[config.mk]
export PLATFORM = sky130hd
export DESIGN_NAME = rx_trainerror_resp
export DESIGN_NICKNAME = d
export VERILOG_FILES = /design/src/rtl/rx_trainerror_resp.sv
export SDC_FILE = /design/constraint.sdc
export NUM_CORES = 1
export LEC_CHECK = 0
export CAP_MARGIN = 20
export CORE_MARGIN = 4
export CORE_UTILIZATION = 43
export DETAILED_ROUTE_END_ITERATION = 12
export PLACE_DENSITY = 0.69
export SYNTH_ARGS = -nofsm -noshare
export SYNTH_HDL_FRONTEND = slang
export SYNTH_SLANG_ARGS = --single-unit
[constraint.sdc]
create_clock -name i_clk -period 4.4 [get_ports i_clk]
set_clock_uncertainty 0.2 [all_clocks]
set_input_delay 0.44 -clock i_clk [delete_from_list [all_inputs] [get_ports i_clk]]
set_output_delay 0.44 -clock i_clk [all_outputs]
set_load 0.02 [all_outputs]
[src/rtl/rx_trainerror_resp.sv]
// rtl/rx_trainerror_resp.sv - RX-side TRAINERROR handshake responder
// Answers a partner entry_req with entry_resp once; the same counter times both the wait and the send.
module rx_trainerror_resp #(
  parameter int SB_MSG_WIDTH   = 4,
  parameter int TIMEOUT_CYCLES = 1000
) (
  input  logic                    i_clk,
  input  logic                    i_rst_n,
  input  logic                    i_trainerror_en,
  input  logic                    i_rx_msg_valid,
  input  logic [SB_MSG_WIDTH-1:0] i_decoded_SB_msg,
  input  logic                    i_falling_edge_busy,
  input  logic                    i_tx_valid,
  output logic [SB_MSG_WIDTH-1:0] o_encoded_SB_msg_rx,
  output logic                    o_valid_rx,
  output logic                    o_trainerror_end_rx,
  output logic                    o_timeout_rx
);

  localparam int CNT_W = $clog2(TIMEOUT_CYCLES) + 1;
  localparam logic [SB_MSG_WIDTH-1:0] MSG_ENTRY_REQ  = SB_MSG_WIDTH'(15);
  localparam logic [SB_MSG_WIDTH-1:0] MSG_ENTRY_RESP = SB_MSG_WIDTH'(14);
  localparam logic [CNT_W-1:0] CNT_LAST = CNT_W'(TIMEOUT_CYCLES - 1);
  localparam logic [CNT_W-1:0] CNT_MAX  = '1;

  typedef enum logic [2:0] {
    ST_IDLE      = 3'd0,
    ST_WAIT_REQ  = 3'd1,
    ST_SEND_RESP = 3'd2,
    ST_DONE      = 3'd3,
    ST_TIMEOUT   = 3'd4
  } state_t;

  state_t           state;
  logic [CNT_W-1:0] cnt;

  logic req_seen;
  logic resp_sent;
  logic cnt_expired;
  logic [CNT_W-1:0] cnt_next;

  assign req_seen    = i_rx_msg_valid && (i_decoded_SB_msg == MSG_ENTRY_REQ);
  // A busy falling edge while TX is requesting belongs to the TX transfer, not ours.
  assign resp_sent   = i_falling_edge_busy && !i_tx_valid;
  assign cnt_expired = (cnt == CNT_LAST);
  assign cnt_next    = (cnt == CNT_MAX) ? cnt : cnt + 1'b1;

  always_ff @(posedge i_clk or negedge i_rst_n) begin
    if (!i_rst_n) begin
      state               <= ST_IDLE;
      cnt                 <= '0;
      o_encoded_SB_msg_rx <= '0;
      o_valid_rx          <= 1'b0;
      o_trainerror_end_rx <= 1'b0;
      o_timeout_rx        <= 1'b0;
    end else if (!i_trainerror_en) begin
      state               <= ST_IDLE;
      cnt                 <= '0;
      o_encoded_SB_msg_rx <= '0;
      o_valid_rx          <= 1'b0;
      o_trainerror_end_rx <= 1'b0;
      o_timeout_rx        <= 1'b0;
    end else begin
      case (state)
        ST_IDLE: begin
          cnt <= '0;
          if (req_seen) begin
            state               <= ST_SEND_RESP;
            o_encoded_SB_msg_rx <= MSG_ENTRY_RESP;
            o_valid_rx          <= 1'b1;
          end else begin
            state <= ST_WAIT_REQ;
          end
        end
        ST_WAIT_REQ: begin
          if (cnt_expired) begin
            state        <= ST_TIMEOUT;
            o_timeout_rx <= 1'b1;
          end else begin
            cnt <= cnt_next;
            if (req_seen) begin
              state               <= ST_SEND_RESP;
              o_encoded_SB_msg_rx <= MSG_ENTRY_RESP;
              o_valid_rx          <= 1'b1;
            end
          end
        end
        ST_SEND_RESP: begin
          // Completion is checked first so it wins over a simultaneous expiry.
          if (resp_sent) begin
            state               <= ST_DONE;
            o_encoded_SB_msg_rx <= '0;
            o_valid_rx          <= 1'b0;
            o_trainerror_end_rx <= 1'b1;
          end else if (cnt_expired) begin
            state               <= ST_TIMEOUT;
            o_encoded_SB_msg_rx <= '0;
            o_valid_rx          <= 1'b0;
            o_timeout_rx        <= 1'b1;
          end else begin
            cnt <= cnt_next;
          end
        end
        ST_DONE, ST_TIMEOUT: begin
          state <= state;
        end
        default: begin
          state               <= ST_IDLE;
          cnt                 <= '0;
          o_encoded_SB_msg_rx <= '0;
          o_valid_rx          <= 1'b0;
          o_trainerror_end_rx <= 1'b0;
          o_timeout_rx        <= 1'b0;
        end
      endcase
    end
  end

endmodule
* After elaboration in Yosys (flattened, before gate mapping)
Index checks and enable logic that the tools add are counted.
** Operators by class
- Add/sub/neg operators :: 1
- Equality and inequality tests :: 15
- Mux-type cells :: 31
- Reductions and logical operators :: 12
** Operator list (number)
- 2-to-1 mux 11 bit :: 4
- one-hot mux 11 bit (3 select lines) :: 1
- 2-to-1 mux 4 bit :: 5
- one-hot mux 4 bit (4 select lines) :: 1
- 2-to-1 mux 3 bit :: 5
- one-hot mux 3 bit (4 select lines) :: 1
- adder 11 x 1 -> 11 bit, second input constant :: 1
- equality test 11 x 10 -> 1 bit, second input constant :: 1
- equality test 11 bit, second input constant :: 1
- 2-to-1 mux 1 bit :: 10
- != test 3 bit, second input constant :: 3
- != test 4 bit, second input constant :: 2
- equality test 3 x 2 -> 1 bit, second input constant :: 2
- != test 2 bit, second input constant :: 3
- AND reduction 2 bit :: 3
- AND reduction 3 bit :: 2
- equality test 4 bit, second input constant :: 1
- one-hot mux 1 bit (4 select lines) :: 1
- OR reduction 4 bit :: 1
- equality test 3 x 1 -> 1 bit, second input constant :: 1
- equality test 3 bit, second input constant :: 1
- zero test 3 bit :: 1
- one-hot mux 1 bit (3 select lines) :: 1
- OR reduction 3 bit :: 1
- 5 further kinds :: 6
** Word-level totals
- Register bits :: 21
- Word-level logic and storage cells :: 65

* Depth between registers and ports, before layout
- Depth after elaboration :: 6
- Gate-level depth with buffers :: 7
- Mapped depth without buffers :: 6

* Worst setup path before layout
OpenSTA, ideal clock, no wires.
- Path type :: register -> register
- Start :: register cnt[3]
- End :: register cnt[0]
- Arrival :: 1.534 ns
- Required time :: 4.075 ns
- Slack :: 2.541 ns
- Cell stages (with the launch flop) :: 5
- Period minus slack after synthesis :: 1.859 ns
- Cell sequence :: dfrtp_1 or3_4 a211o_1 nor3b_1 mux2_2
** Between the ends
- Word-level cells in the longest chain between the ends :: 6
- Elaborated cells on any way between the ends :: 7
- Those cells by class :: eq/ne: 2; mux: 5
** Ends and longest elaborated chain
- start: declaration :: RTL line 35 : logic [CNT_W-1:0] cnt;
- start signal: assignment :: RTL line 80 : cnt <= cnt_next;
- start signal: assignment :: RTL line 101 : cnt <= cnt_next;
- equality test 11 bit :: RTL line 46 : assign cnt_next = (cnt == CNT_MAX) ? cnt : cnt + 1'b1;
- 2-to-1 mux 11 bit :: RTL line 46
- 2-to-1 mux 11 bit (*) :: RTL line 76, 95
- 2-to-1 mux 11 bit :: RTL line 90 : if (resp_sent) begin
- one-hot mux 11 bit (3 select lines) (*) :: RTL line 64 : case (state)
- 2-to-1 mux 11 bit (*) :: RTL line 56 : end else if (!i_trainerror_en) begin
Mark *: on every way between the ends. The rest lies on a longest branch, timed or not. The select of a mux whose other input is x is not followed.
A chain may end at the register's enable or synchronous reset.

* Worst setup path after layout
- Start :: input i_trainerror_en
- End :: register cnt[4]
** Between the ends
- Word-level cells in the longest chain between the ends :: 2
- Elaborated cells on any way between the ends :: 4
- Those cells by class :: eq/ne: 2; mux: 1; reduce/logical: 1
** Ends and longest elaborated chain
- start: declaration :: RTL line 9 : input logic i_trainerror_en,
- != test 3 bit (no source line) or != test 2 bit (tied branches)
- AND reduction 2 bit (no source line)
Several ways; a longest one is shown, not always the timed one.

==> reports/qor.yml <==
power_and_ir_drop:
  p_leak_nw: 0.546
  peakVddDrop_uv: 222
  pwr_density_cell_nw_per_um2: 364
sta:
  setup_viol: 0
  timing.hold.ws_ns: 0.318
  finalCritPeriodShare_pct: 54.5
  fmax_ghz: 0.417
  maxSlewHeadroom_pct: 48.3
  worst_slew_pin_slew_ns: 0.773
  fin_setup_tns_ns: 0
  rsz0062_at_grt: "false"
  timing_hold_violations_final: 0
  layout_min_cycle_time_ns: 2.40
  slew_viol_final: 0
min_path:
  hp-class: "reg2reg"
synth:
  ys_async_sr_fraction_pct: 100
  synth.avg_cell_area_sq_um: 8.74
  synth_seq_cells: 18
  syn_area_sq_um: 1130
  ys_types: 39
  ys_seq_area_share_pct: 40.0
  synth_edf_count: 0
  syn_inst: 129
  yosysWarnings: 0
  syn_nets: 140
  synth_ff_type: "dfrtp_1"
cells_and_area:
  register_area_sq_um: 450
  layout_common_cells: "18 x dfrtp_1, 16 x o21ai_0, 15 x clkdlybuf4s50_1, 12 x nand2_1, 10 x nor2_1"
  postLayoutCellArea_sq_um: 1290
  syn_to_final_growth_pct: 14.3
  multiInputGateArea_sq_um: 611
  drive_gt1_share_pct: 7.86
  antennaDiodeCount: 0
  nNetsFinal: 152
  num-fill-cells: 233
  mostFrequentLayoutCell: "dfrtp_1"
global_routing:
  grt_pass1_vias: 906
  gr-total-overflow: 0
  grt_first_pass_wirelength_microns: 4280
  antenna_found_initial: 0
  grtUsageMet1_pct: 23.2
  grt.busiest_layer: "met1"
  grt_max_degree: 19
  globalRouteMet3Util_pct: 4.58
  grtUsageMet2_pct: 22.9
  grt.total_usage_pct: 16.1
floorplan:
  die_y_microns: 59.2
  core_area_sq_um: 2500
  die_area_sq_um: 3500
  start_util_pct: 45.1
  die_x_microns: 59.2
  row_count: 18
  ioPinCount: 17
clock_tree:
  clock-sinks: 18
  clk-insertion-delay-late_ns: 0.30
  cts_buffers: 3
  cts_buffer_depth: 2
  postCtsHoldBufs: 0
  htree_levels: 1
  clock_tree.root_cell: "clkbuf_4"
  cts_tree: "done"
  cts_resized: 0
  clkTransAtPathRegs_ns: 0.10
  post_cts_buffers: 0
setup_path:
  cp_max_fo: 11
  required_ns: 4.44
  cp-end-kind: "register"
  worstPathArrival_ns: 2.44
  cpLargestDelayFamily: "simple AND/OR/NAND/NOR gates"
  cpMaxStageDelayCell: "clkdlybuf4s50_1"
  critical_path_buf_inv_count: 1
  startpoint_type: "primary input"
  worstPathCellList: "clkdlybuf4s50_1 > nand2b_1 > a21o_1 > o211ai_2 > or4_1 > nand3_1"
  crit_type: "in2reg"
  max_stage_delay_ns: 0.51
route:
  postRouteAntennaNets: 0
  drt-initial-drc-count: 25
  viasPerCell: 5.92
  wl_per_cell_microns: 14.2
  vias: 1006
  dr.pass1.iters: 5
  drt-total-wl_microns: 2420
  post-route-drc-count: 0
place:
  dp_hpwl_microns: 1780
  port_buffers: 15
  gp_congestion: 0.894
  dpl_cell_area_sq_um: 1250
flow_run:
  drv_cap: 0
status:
  status: "finished, final reports clean"
final timing paths:
path,startpoint,end,slack (ns),depth (start not counted)
worst max-delay path,i_trainerror_en,cnt[4],2.00,6
worst min-delay path,o_valid_rx,o_valid_rx,0.32,1
worst max register to register,state[1],cnt[4],2.10,5
worst min register to register,o_valid_rx,o_valid_rx,0.32,1
max in group asynchronous,i_rst_n,cnt[9],3.13,1
min in group asynchronous,i_rst_n,state[0],0.38,1
cells in the mapped netlist, types with 4 or more instances:
| cell | count | share of area, % |
|---|---|---|
| a21oi_1 | 9 | 4.0 |
| and3_1 | 4 | 2.2 |
| buf_4 | 4 | 2.7 |
| dfrtp_1 | 18 | 40 |
| nand2_1 | 12 | 4.0 |
| nand2b_1 | 4 | 2.2 |
| nand3_1 | 7 | 3.1 |
| nand4_1 | 4 | 2.2 |
| nor2_1 | 10 | 3.3 |
| o21ai_0 | 16 | 7.1 |
state kept, by name, indices dropped and copies added (netlist names):
name / flops
cnt: 11
o_encoded_SB_msg_rx: 1
o_timeout_rx: 1
o_trainerror_end_rx: 1
o_valid_rx: 1
state: 3
per-layer routing:
metal	part of all wire [%]	vias to the layer above
met3	6.6	5
li1	-	497
met2	45	40
met4	1.4	0
met1	47	464
met5	0	-
where the power goes:
group          total [mW]  internal (mW)  leakage, nW  switching (mW)
sequential          0.217          0.181        0.248          0.0355
clock               0.102         0.0505       0.0210          0.0516
combinational       0.151         0.0668        0.277          0.0839
cells by family (layout without fill, tap and decap cells):
group,count (synthesis),in the layout,share of synthesized area [%]
multiplexers,2,2,2.00
buffers and inverters,9,20,5.88
flip-flops,18,18,40.0
AND/OR/NAND/NOR,53,53,25.7
other,1,1,0.333
adder cells (fa/ha/maj),1,1,1.11
AO/OA/AOI/OAI,45,45,25.0
final cells by class:
| type | count | area share (%) |
|---|---|---|
| Clock buffer | 4 | 2.82 |
| Tap cell | 30 | 2.91 |
| Inverter | 1 | 0.291 |
| Timing Repair Buffer | 15 | 11.7 |
| Multi-Input combinational cell | 102 | 47.4 |
| Sequential cell | 18 | 35.0 |
through the flow:
step | worst slack, ns | std cells | power [mW] | utilization (%)
3_3_place_gp | 1.77 | 166 | 0.365 | 50.1
4_1_cts | 2.02 | 170 | 0.472 | 51.6
2_1_floorplan | 2.54 | 129 | 0.336 | -
3_5_place_dp | 1.69 | 166 | 0.368 | 50.1
5_1_grt | 1.89 | 170 | 0.502 | 51.6
6_report | 2.00 | 170 | 0.469 | 51.6
(Power assumes the default switching activity.)
